===== src/rtl/dec_nto2n_seq.sv =====
// N-to-2^N registered decoder with an optional self-running one-hot scan.
// Define DEC_SCAN_EN to build the IDLE/SCAN/DONE scan engine; otherwise the block is direct decode only.
module dec_nto2n_seq #(
  parameter  int SEL_W = 3,
  parameter  int HOLD  = 1,
  localparam int OUT_W = 2**SEL_W
) (
  input  logic             clk,
  input  logic             reset,
  input  logic             en,
  input  logic [SEL_W-1:0] in,
  input  logic             mode,
  input  logic             start,
  output logic [OUT_W-1:0] Y,
  output logic [SEL_W-1:0] idx,
  output logic             busy,
  output logic             done
);

  logic [OUT_W-1:0] y_q, y_d;
  logic [OUT_W-1:0] dec_val;

  assign dec_val = en ? (OUT_W'(1) << in) : '0;
  assign Y       = y_q;

`ifdef DEC_SCAN_EN
  localparam int HC_W = (HOLD > 1) ? $clog2(HOLD) : 1;

  typedef enum logic [1:0] {IDLE, SCAN, DONE} state_t;

  state_t            state_q, state_d;
  logic [SEL_W-1:0]  idx_q, idx_d;
  logic [HC_W-1:0]   hold_q, hold_d;

  always_comb begin
    state_d = state_q;
    y_d     = y_q;
    idx_d   = idx_q;
    hold_d  = hold_q;
    case (state_q)
      IDLE: begin
        if (start && mode) begin
          state_d = SCAN;
          idx_d   = '0;
          hold_d  = '0;
          y_d     = OUT_W'(1);
        end else begin
          y_d = dec_val;
        end
      end
      SCAN: begin
        // Step advances only after the current index has been held HOLD cycles.
        if (hold_q == HC_W'(HOLD - 1)) begin
          hold_d = '0;
          if (idx_q == SEL_W'(OUT_W - 1)) begin
            state_d = DONE;
            idx_d   = '0;
            y_d     = '0;
          end else begin
            idx_d = idx_q + 1'b1;
            y_d   = OUT_W'(1) << idx_d;
          end
        end else begin
          hold_d = hold_q + 1'b1;
        end
      end
      DONE: begin
        state_d = IDLE;
        y_d     = '0;
        idx_d   = '0;
        hold_d  = '0;
      end
      default: begin
        state_d = IDLE;
        y_d     = '0;
        idx_d   = '0;
        hold_d  = '0;
      end
    endcase
  end

  always_ff @(posedge clk or posedge reset) begin
    if (reset) begin
      state_q <= IDLE;
      y_q     <= '0;
      idx_q   <= '0;
      hold_q  <= '0;
    end else begin
      state_q <= state_d;
      y_q     <= y_d;
      idx_q   <= idx_d;
      hold_q  <= hold_d;
    end
  end

  // idx_q is cleared on every exit from SCAN, so it already reads 0 outside a scan.
  assign idx  = idx_q;
  assign busy = (state_q == SCAN);
  assign done = (state_q == DONE);
`else
  logic unused_scan_inputs;

  assign unused_scan_inputs = ^{mode, start};
  assign y_d  = dec_val;
  assign idx  = '0;
  assign busy = 1'b0;
  assign done = 1'b0;

  always_ff @(posedge clk or posedge reset) begin
    if (reset) y_q <= '0;
    else       y_q <= y_d;
  end
`endif

endmodule


===== config.mk =====
export PLATFORM = sky130hd
export DESIGN_NAME = dec_nto2n_seq
export DESIGN_NICKNAME = d
export VERILOG_FILES = /design/src/rtl/dec_nto2n_seq.sv
export SDC_FILE = /design/constraint.sdc
export NUM_CORES = 1
export LEC_CHECK = 0
export ABC_AREA = 0
export CORE_AREA = 8 8 45 47
export DETAILED_ROUTE_END_ITERATION = 6
export DIE_AREA = 0 0 53 55
export SYNTH_ARGS = -nofsm -noshare
export SYNTH_HDL_FRONTEND = slang
export SYNTH_SLANG_ARGS = --single-unit

===== constraint.sdc =====
create_clock -name clk -period 0.8 [get_ports clk]
set_clock_uncertainty 0.05 [all_clocks]
set_input_delay 0.2 -clock clk [delete_from_list [all_inputs] [get_ports clk]]
set_output_delay 0.2 -clock clk [all_outputs]
set_load 0.01 [all_outputs]

---- After elaboration in Yosys (flattened, before gate mapping) ----
Index checks and enable logic that the tools add are counted.
operators by class
  shift-type cells ........................ 1
  muxes and demuxes ....................... 1
operator list
  operator                                                            number
  8-bit two-way mux                                                   1
  1-bit by 3-bit left shift with 8-bit output (first input constant)  1
storage, ports and cells
  flip-flop bits (word level) ............. 8
  input port bits ......................... 8
  logic and storage cells ................. 3

---- Depth between registers and ports, before layout ----
  word-level depth ........................ 2
  depth in mapped cells ................... 1

---- Worst setup path after synthesis ----
OpenSTA, ideal clock, no wires.
  path kind ............................... register -> output
  start point ............................. reg y_q[0], in the netlist Y[0]
  end point ............................... out Y[0]
  data arrival time ....................... 0.376 ns
  data required time ...................... 0.550 ns
  slack ................................... 0.174 ns
  stages on the path, launching flop included .. 1
  path buffers ............................ 0
  path through ............................ dfrtp_1
RTL lines
  what                    RTL line  text
  start, declared         20        logic [OUT_W-1:0] y_q, y_d;
  start signal, assigned  111       else y_q <= y_d;
  end, declared           14        output logic [OUT_W-1:0] Y,
No word-level cell between the ends.

---- Worst setup path after layout ----
  start point ............................. reg y_q[5], in the netlist Y[5]
  end point ............................... out Y[5]
No word-level cell between the ends.

==> run_results.csv <==
group,metric,value,unit
run_status,status,"finished, violations left",
run_status,violations,"setup timing",
cells_and_area,antennaDiodeCount,0,
placed_design,dpl.cell_count,51,
grt,antenna_found_initial,0,
timing,fin_tns_setup,-1.40,ns
grt,grt_max_degree,9,
setup_path,slowest_delay,0.35,ns
cells_and_area,seqCellArea,200,um^2
cells_and_area,drive_gt1_share,42.1,%
power,ir_worst_vdd,0.000477,V
timing,finalMaxSlewViolations,0,
floorplan,die-area,2920,um^2
timing,finalHoldViolCount,0,
cells_and_area,multi_input_area,114,um^2
clock_network,cts_buffer_depth,2,
placed_design,place_congestion,0.757,
routing,vias_per_cell,3.70,
job,maxCapViolCount,0,
yosys,synth_async_sr_flop_share,100,%
timing,fin_crit_sh,122,%
hold_path,hp-class,"in2async",
setup_path,crit_cells,1,
routing,postRouteWirelength,594,um
routing,num_vias,200,
setup_path,critical_path_class,"reg2out",
routing,drt_iter0_markers,1,
clock_network,cts_max_level,1,
setup_path,path_cells,"buf_2",
placed_design,dpl_cell_area,468,um^2
setup_path,crit_start,"Y[5]",
timing,setup_viol,8,
clock_network,cts_buffers,3,
yosys,yosysTopAreaCell,"dfrtp_1",
yosys,ys.flop_type,"dfrtp_1",
setup_path,end_kind,"output pin",
cells_and_area,final_util,34.0,%
setup_path,startpoint_type,"flip-flop",
floorplan,die_y,55,um
yosys,synth_cell_types,10,
power,p_leak,0.256,nW
yosys,synth.cell_area,340,um^2
cells_and_area,largest_register_ffs,8,
yosys,synth_warnings,0,
cells_and_area,nFillCells,156,
timing,setup_slack,-0.178,ns
power,total_power,0.000786,W
placed_design,dpl.hpwl,501,um
setup_path,cp.buffers_inverters,1,
timing,rsz0062_at_grt,"true",
grt,grt-ovfl-total,0,
grt,grt_pass1_wl,931,um
clock_network,post_cts_buffers,0,
timing,fmax,1020,MHz
floorplan,die_x,53,um
cells_and_area,instances_no_fill,54,
clock_network,clock-sinks,8,
grt,grt_pass1_vias,215,
routing,wl_per_cell,11.0,um
routing,drc_errors,0,
placed_design,port_buffers,13,
clock_network,root_buffer,"clkbuf_4",
setup_path,arrival,0.73,ns
floorplan,initial_core_util,24.6,%
floorplan,io_pins,21,
cells_and_area,final_area,470,um^2
power,power_density,1670,nW/um^2
yosys,yosys.area.top_type_share,58.8,%
yosys,synth_seq_area_share,58.8,%
setup_path,cp_top_family,"flip-flops",
floorplan,rows,14,
setup_path,worst-path-max-fanout,1,
setup_path,worstSetupEndpoint,"Y[5]",
yosys,synth.most_common_cell,"dfrtp_1",
setup_path,worstPathRequired,0.55,ns
clock_network,holdBufCountCts,0,
yosys,ys_ff_latch,8,
grt,grt_use_total,4.52,%
yosys,avgSynthCellArea,14.8,um^2
setup_path,critPathSlowestCell,"dfrtp_1",
routing,first_pass_iters,2,
timing,finalWorstPathRequiredPeriod,0.978,ns
clock_network,clk_pin_slew_worst_paths,0.05,ns
cells_and_area,area_growth,38.2,%
yosys,synth_edf_count,0,
clock_network,cts_tree,"done",
yosys,synthTopCellsByArea,"dfrtp_1 (59%), buf_4 (11%), and4bb_1 (7.4%)",
cells_and_area,layout.nets,48,
yosys,synthesis.instances,23,
yosys,synth_commonest_cells,"dfrtp_1 (8), buf_4 (5), and4b_2 (2), and4bb_1 (2)",
routing,final_antenna_net_count,0,
floorplan,core-area,1380,um^2
## cell type report
| type | instances | area share (%) |
|---|---|---|
| flip-flops and latches | 8 | 42.6 |
| multi-input cells | 13 | 24.2 |
| repair buffers | 13 | 23.4 |
| clock buffers | 3 | 4.79 |
| well taps | 16 | 4.26 |
| inverters | 1 | 0.798 |
## worst min path at each step
stage | startpoint | endpoint | slack [ns] | depth (start not counted)
5_1_grt | reset | Y[0] | 0.15 | 2
4_1_cts | reset | Y[0] | 0.15 | 2
6_report | reset | Y[0] | 0.15 | 2
2_1_floorplan | reset | Y[0] | -0.03 | 1
3_3_place_gp | reset | Y[4] | 0.40 | 2
3_5_place_dp | reset | Y[0] | 0.41 | 2
## power by group
group,switching (W),internal [W],total [W],leakage [nW]
Sequential,0.00000310,0.000416,0.000419,0.110
Combinational,0.0000477,0.0000404,0.0000881,0.132
Clock,0.000109,0.000170,0.000279,0.0138
## layer usage
metal / routed length, um / global-route usage [%] / up-vias
li1: - / - / 103
met5: 0 / 0 / -
met2: 214 / 5.86 / 15
met4: 24 / 5.17 / 0
met1: 267 / 4.35 / 80
met3: 88 / 3.21 / 2
## stage by stage
step / setup slack, ns / hold slack [ns]
2_1_floorplan: 0.174 / -0.0343
3_3_place_gp: -0.389 / 0.399
3_5_place_dp: -0.433 / 0.406
4_1_cts: -0.194 / 0.149
5_1_grt: -0.221 / 0.153
6_report: -0.178 / 0.146
## cells by family after synthesis
kind of cell / count (synthesis) / synth area share [%]
other: 1 / 1.10
AND/OR/NAND/NOR: 8 / 27.9
flip-flops: 8 / 58.8
buffers and inverters: 6 / 12.1
## cells in the final DEF (no fill, tap or decap), drive strengths merged
master,instances
dfrtp,8
buf,8
conb,5
dlygate4sd2,4
clkbuf,3
and4b,3
and4bb,3
nor4b,1
and4,1
inv,1
clkdlybuf4s50,1
## timing repair
item	in CTS	in global routing
hold endpoints to repair	0	0
gates resized for setup	36	4
endpoints found under the setup margin	16	8
No activity file was read; power rests on OpenSTA's default activity.
